<file path="src/rtl/pushbutton_conditioner.sv">
`default_nettype none
// ============================================================================
// Module      : pushbutton_conditioner
// Description : Input conditioning for the match-stick game. Active-low raw
//               pushbuttons are inverted, synchronised (2 flops) and
//               debounced per channel into a clean level plus one-cycle
//               press/release pulses. Raw dip switches are synchronised
//               (2 flops) and sampled on every accepted button-0 press to
//               produce one move event (take_value, take_legal, move_valid).
// Ports       : clk          - system clock, rising edge
//               rst          - asynchronous reset, active high
//               pushbuttons  - raw buttons, active low, asynchronous
//               dipswitches  - raw dip switches, asynchronous
//               btn_level    - debounced level, 1 = held
//               btn_press    - one-cycle pulse on accepted press
//               btn_release  - one-cycle pulse on accepted release
//               take_value   - switch value captured at last button-0 press
//               take_legal   - take_value within [MIN_TAKE, MAX_TAKE]
//               move_valid   - one-cycle pulse, new take_value/take_legal
// Revision    : 1.0 - initial release
// ============================================================================
module pushbutton_conditioner #(
    parameter int N_BTN           = 2,
    parameter int DEBOUNCE_CYCLES = 50000,
    parameter int CNT_W           = 16,
    parameter int MIN_TAKE        = 1,
    parameter int MAX_TAKE        = 10
) (
    input  logic             clk,
    input  logic             rst,
    input  logic [N_BTN-1:0] pushbuttons,
    input  logic [3:0]       dipswitches,
    output logic [N_BTN-1:0] btn_level,
    output logic [N_BTN-1:0] btn_press,
    output logic [N_BTN-1:0] btn_release,
    output logic [3:0]       take_value,
    output logic             take_legal,
    output logic             move_valid
);

    localparam logic [CNT_W-1:0] c_CNT_LAST = CNT_W'(DEBOUNCE_CYCLES - 1);

    logic [N_BTN-1:0] r_btn_sync1;
    logic [N_BTN-1:0] r_btn_sync2;
    logic [3:0]       r_sw_sync1;
    logic [3:0]       r_sw_sync2;
    logic [N_BTN-1:0] w_press_next;
    logic             w_sw_legal;
    logic [3:0]       r_take_value;
    logic             r_take_legal;
    logic             r_move_valid;

    // Buttons are inverted before the first flop so the synchronised domain
    // is active-high and the reset value 0 means "released".
    always_ff @(posedge clk or posedge rst) begin
        if (rst) begin
            r_btn_sync1 <= '0;
            r_btn_sync2 <= '0;
            r_sw_sync1  <= '0;
            r_sw_sync2  <= '0;
        end else begin
            r_btn_sync1 <= ~pushbuttons;
            r_btn_sync2 <= r_btn_sync1;
            r_sw_sync1  <= dipswitches;
            r_sw_sync2  <= r_sw_sync1;
        end
    end

    generate
        for (genvar i = 0; i < N_BTN; i++) begin : g_btn
            logic [CNT_W-1:0] r_cnt;
            logic             r_level;
            logic             r_press;
            logic             r_release;
            logic             w_differs;
            logic             w_accept;

            assign w_differs = (r_btn_sync2[i] != r_level);
            // Level flips once the new value has been seen for the full
            // debounce window; the counter restarts on any agreeing sample,
            // so it never exceeds DEBOUNCE_CYCLES-1.
            assign w_accept  = w_differs && (r_cnt == c_CNT_LAST);

            always_ff @(posedge clk or posedge rst) begin
                if (rst) begin
                    r_cnt     <= '0;
                    r_level   <= 1'b0;
                    r_press   <= 1'b0;
                    r_release <= 1'b0;
                end else if (!w_differs) begin
                    r_cnt     <= '0;
                    r_press   <= 1'b0;
                    r_release <= 1'b0;
                end else if (w_accept) begin
                    r_cnt     <= '0;
                    r_level   <= ~r_level;
                    r_press   <= ~r_level;
                    r_release <= r_level;
                end else begin
                    r_cnt     <= r_cnt + CNT_W'(1);
                    r_press   <= 1'b0;
                    r_release <= 1'b0;
                end
            end

            assign w_press_next[i] = w_accept && !r_level;
            assign btn_level[i]    = r_level;
            assign btn_press[i]    = r_press;
            assign btn_release[i]  = r_release;
        end
    endgenerate

    assign w_sw_legal = (int'(r_sw_sync2) >= MIN_TAKE) &&
                        (int'(r_sw_sync2) <= MAX_TAKE);

    // Only button 0 is a move; the capture happens on the same edge that
    // raises btn_press[0], so move_valid and btn_press[0] coincide.
    always_ff @(posedge clk or posedge rst) begin
        if (rst) begin
            r_take_value <= '0;
            r_take_legal <= 1'b0;
            r_move_valid <= 1'b0;
        end else if (w_press_next[0]) begin
            r_take_value <= r_sw_sync2;
            r_take_legal <= w_sw_legal;
            r_move_valid <= 1'b1;
        end else begin
            r_move_valid <= 1'b0;
        end
    end

    assign take_value = r_take_value;
    assign take_legal = r_take_legal;
    assign move_valid = r_move_valid;

endmodule
`default_nettype wire

</file>
<file path="config.mk">
export PLATFORM = sky130hd
export DESIGN_NAME = pushbutton_conditioner
export DESIGN_NICKNAME = d
export VERILOG_FILES = /design/src/rtl/pushbutton_conditioner.sv
export SDC_FILE = /design/constraint.sdc
export NUM_CORES = 1
export LEC_CHECK = 0
export CAP_MARGIN = 5
export CORE_MARGIN = 1.5
export CORE_UTILIZATION = 51
export CTS_CLUSTER_DIAMETER = 80
export CTS_CLUSTER_SIZE = 30
export DETAILED_ROUTE_END_ITERATION = 6
export PLACE_DENSITY = 0.83
export SYNTH_ARGS = -nofsm -noshare
export SYNTH_HDL_FRONTEND = slang
export SYNTH_SLANG_ARGS = --single-unit
</file>
<file path="constraint.sdc">
create_clock -name clk -period 1.6 [get_ports clk]
set_clock_uncertainty 0.15 [all_clocks]
set_input_delay 0.16 -clock clk [delete_from_list [all_inputs] [get_ports clk]]
set_output_delay 0.16 -clock clk [all_outputs]
set_load 0.02 [all_outputs]
</file>
Yosys cells after proc, flatten, opt, wreduce, memory -nomap -nowiden:

Cells that the tools add are included.

* add/sub/neg operators: 2
* eq/ne operators: 4
* bitwise gates (word level): 3
* mux-type cells: 13
* reductions and logical operators: 7
* magnitude comparators: 2

Operator list (number)
* 2-to-1 mux 16 bit: 4
* adder 16 x 1 -> 16 bit, second input constant: 2
* == test 16 bit, second input constant: 2
* 2-to-1 mux 1 bit: 9
* greater-or-equal comparator 4 x 1 -> 1 bit, second input constant: 1
* less-or-equal comparator 4 bit, second input constant: 1
* logical AND 1 bit: 4
* AND reduction 2 bit: 2
* inequality test 1 bit: 2
* inverter 1 bit: 2
* inverter 2 bit: 1
* zero test 1 bit: 1

* input bits: 8
* bits in registers: 56
* output and inout port bits: 12
* word-level logic and storage cells: 46

Longest topological paths before layout:

* depth in word-level cells: 4
* mapped depth: 6
* mapped depth without buffers: 5

Worst setup path before layout:

No wires, ideal clock.

* kind: reg2reg
* start: register g_btn[0].r_cnt[0]
* end: register r_take_legal, in the netlist take_legal
* path buffers: 0
* setup time: 0.125 ns
* slack: -0.111 ns
* cell stages (with the launch flop): 6
* data required time: 1.325 ns
* data arrival time: 1.437 ns
* period minus slack after synthesis: 1.711 ns
* cells stage by stage: dfrtp_1 ha_1 and4_1 nand4_2 nor2_4 mux2_2

* longest elaborated chain between the ends: 3

Ends and longest elaborated chain
* start: declaration: RTL line 71 `logic [CNT_W-1:0] r_cnt;`
* start signal: assignment: RTL line 100 `r_cnt <= r_cnt + CNT_W'(1);`
* == test 16 bit: RTL line 82 `assign w_accept = w_differs && (r_cnt == c_CNT_LAST);`
* logical AND 1 bit: RTL line 82
* logical AND 1 bit: RTL line 106 `assign w_press_next[i] = w_accept && !r_level;`
* end signal: assignment: RTL line 125 `r_take_legal <= w_sw_legal;`
* end: declaration: RTL line 50 `logic r_take_legal;`

Every way passes these cells.
A chain may end at the register's enable or synchronous reset.

Final worst setup path:

* start: register g_btn[0].r_cnt[5]
* end: register r_take_value[1], in the netlist take_value[1]

* longest elaborated chain between the ends: 3

Ends and longest elaborated chain
* == test 16 bit: RTL line 82
* logical AND 1 bit: RTL line 82
* logical AND 1 bit: RTL line 106
* end signal: assignment: RTL line 124 `r_take_value <= r_sw_sync2;`
* end: declaration: RTL line 49 `logic [3:0] r_take_value;`

Every way passes these cells.

==> results.md <==
- Comb pwr share: 5.8%
- Net Sw Frac: 21.0%
- Switching power: 0.527 mW
- IO Pins: 20
- Vias: 1777
- Synth-to-Final Area Change: 33.6%
- Int Power: ~2.0 mW
- GRT busiest layer: met2
- M3 GR Usage: between 4 and 5%
- First-pass DRT Iterations: 4
- GRT Residual Overflow: 0
- Distinct cells, synth: 30
- Final ANT Viol Nets: 0
- Fin. Hold Viols: 0
- Cts hold-fix bufs: 0
- Fmax: approximately 590 MHz
- Crit path DAT: 1730 ps
- DRC: 0
- Filler cells: 309
- Least-Margin Pin Slew: 392 ps
- Overall die width: 72.3 um
- Max_cap viols: 0
- Die area: 5230 um^2
- Post-Place Cells: 310
- Met1 Resource Use GR: 24.2%
- Syn. warnings: 0
- Critical setup path kind: reg2reg
- Row count: 25
- Non-Filler Instances: 331
- Fin Setup TNS: -896 ps
- Vias in the first global route: 1834
- WP data required: 1640 ps
- Violated checks: negative setup slack
- Starting Density: 52.6%
- Routing usage on met2: 36.8%
- Pwr Total: ~2.5 mW
- # diodes: 0
- Clk slew on worst S/H paths: ~90 ps
- Critical Path End Type: flop
- CTS H-tree depth: 2
- Post-DR wirelength/cell: 15.0 um
- Clk network pwr share: between 30 and 40%
- DIE HEIGHT: ~72 um
- Synth Area per Inst: 11.5 um^2
- Syn nets: 223
- Port buffer count: 19
- Final slew viol count: 0
- Worst-skew pair later-pin latency: 310 ps
- Mapped Area: 2450 um^2
- DRT iter0 DRCs: 98
- CP startpoint kind: flop
- Min-delay worst type: in2async
- Clock buffer depth: 2
- Global-route wire length before repair: 8.30 mm
- GRT Total Usage: 20.7%
- DR vias/cell: about 5.4
- Pleak: approximately 1.6 nW
- WL final: 4.98 mm
- CP top delay family: simple AND/OR/NAND/NOR gates
- Cell Area, Placed: 2940 um^2
- Sequential share of power: 58.3%
- Fin crit share: 105%
- Finished Cell Area: 3270 um^2
- Cts bufs inserted: 5
- RSZ-0062 raised after global routing: yes
- RePlAce Congestion: 0.844
- Crit-path cells: and4bb_2, nand4_4, nor2_4, mux2_4
- PD cells: 766 nW/um^2
- Root buffer cell: clkbuf_8
- Slowest cell on crit path: dfrtp_1
- Post-Syn Instances: 213
- Initial antenna violation count: 0
- CTS tree: done
- DP Wirelength: around 3.2 mm
- Fin crit period: between 1500 and 2000 ps
- Peak supply drop: 0.000807 V
- Max incr delay on CP: 390 ps
- Post-synthesis sequential area ratio: 57.2%
- Sink Count: 56
- Worst hold slack: about 40 ps
- Run status: complete, but fails checks
- Final net count: about 290
- Setup violators final: 31
- Critical path buffers and inverters: 0
- Worst-path fanout max: 5
- Fin worst setup slack: -84.3 ps
- Normalized max-slew margin: 73.8%
- Yosys reg bits: between 50 and 60
- Share of layout cells above drive strength 1: 33.2%
- Largest net degree at the start of global routing: 25
- Core area: 4660 um^2
-- cells in the mapped netlist, drive strengths merged --
master	count	area [um^2]
inv	9	33.8
nor4b	1	8.76
dfrtp	56	1400
nand4	11	103
a31o	1	8.76
xor2	5	43.8
nor4	7	62.6
and4bb	3	37.5
nand2	8	32.5
o21ai	1	5.00
ha	2	25.0
a21oi	2	10.0
nor4bb	1	10.0
nor2	39	154
mux2	7	78.8
nand3	11	55.1
and4	1	8.76
buf	8	63.8
nor3b	3	22.5
xnor2	24	210
nor3	9	50.1
and3	3	18.8
nand2b	1	6.26
-- worst register-to-register path: stages (launching register included) --
cell	delay (ps)
dfrtp_1	390
and4bb_2	360
nand4_4	130
nor2_4	220
mux2_4	320
-- placed cells by master, fill, tap and decap left out, types with 3 or more instances in the layout --
cell,count
buf_4,42
nor3_2,3
dfrtp_1,56
nand4_1,7
nor4_2,5
xor2_1,5
dlymetal6s2s_1,5
nor2_1,37
buf_12,3
mux2_4,5
xnor2_1,24
clkdlybuf4s50_1,10
nand3_1,9
dlygate4sd2_1,4
clkbuf_8,5
nor3_1,6
and4bb_2,3
inv_1,8
nand2_1,6
-- per-layer routing --
| metal | vias to the layer above | share of wire (%) |
|---|---|---|
| li1 | 846 | - |
| met1 | 875 | 39 |
| met2 | 43 | 55 |
| met3 | 13 | 3.7 |
| met4 | 0 | 2.8 |
| met5 | - | 0 |
-- path summary, 6_finish.rpt --
check | start | end | slack (ps) | cells past startpoint
setup / recovery | g_btn[0].r_cnt[5]$_DFF_PP0_ | take_value[1]$_DFFE_PP0P_ | -80 | 4
hold / removal | rst | g_btn[1].r_release$_DFF_PP0_ | 40 | 2
setup reg to reg | g_btn[0].r_cnt[5]$_DFF_PP0_ | take_value[1]$_DFFE_PP0P_ | -80 | 4
hold reg to reg | r_sw_sync1[3]$_DFF_PP0_ | r_sw_sync2[3]$_DFF_PP0_ | 200 | 0
max in group asynchronous | rst | take_value[1]$_DFFE_PP0P_ | 830 | 3
min in group clk | dipswitches[0] | r_sw_sync1[0]$_DFF_PP0_ | 140 | 1
-- through the flow --
stage               setup slack, ps  utilization (%)
floorplan                     -71.5                -
global placement              -53.5             63.1
detailed placement             -103             63.1
CTS                            -103             68.1
global route                   -141             70.2
finish                        -84.3             70.2
-- cells by family (layout without fill, tap and decap cells) --
kind of cell / count (synthesis) / count (layout) / share of synthesized area [%]
XOR/XNOR: 29 / 29 / 10.4
buffers and inverters: 17 / 81 / 3.98
adder cells (fa/ha/maj): 2 / 2 / 1.02
flip-flops: 56 / 56 / 57.2
multiplexers: 7 / 7 / 3.22
AO/OA/AOI/OAI: 4 / 4 / 0.970
AND/OR/NAND/NOR: 98 / 98 / 23.2
-- power groups by stage --
stage	Combinational (mW)	Sequential, mW	Clock [mW]
final	0.145	1.46	0.899
after global routing	0.161	1.47	0.978
after CTS	0.143	1.46	0.920
after detailed placement	0.124	1.49	0
after global placement	0.122	1.49	0
after floorplan	0.0594	1.49	0
-- flip-flops by register name, indices dropped and copies added, names as in the netlist --
signal           cells
take_value           4
move_valid           1
g_btn.r_level        2
r_sw_sync2           4
g_btn.r_release      2
r_sw_sync1           4
take_legal           1
g_btn.r_press        2
g_btn.r_cnt         32
r_btn_sync2          2
r_btn_sync1          2
-- timing repair --
action / CTS / global route
pin swaps: 8 / 7
gates resized for setup: 18 / 14
setup buffers: 9 / 4
endpoints found under the setup margin: 42 / 46
-- layout make-up --
class                   count  area, um^2  area share [%]
repair buffers             64         573            17.5
flip-flops and latches     56        1400            42.8
clock buffers               6        72.6            2.22
clock inverters             2        35.0            1.07
multi-input cells         140        1080            33.2
well taps                  54        67.6            2.07
inverters                   9        37.5            1.15
Power figures use the tool's default switching activity.
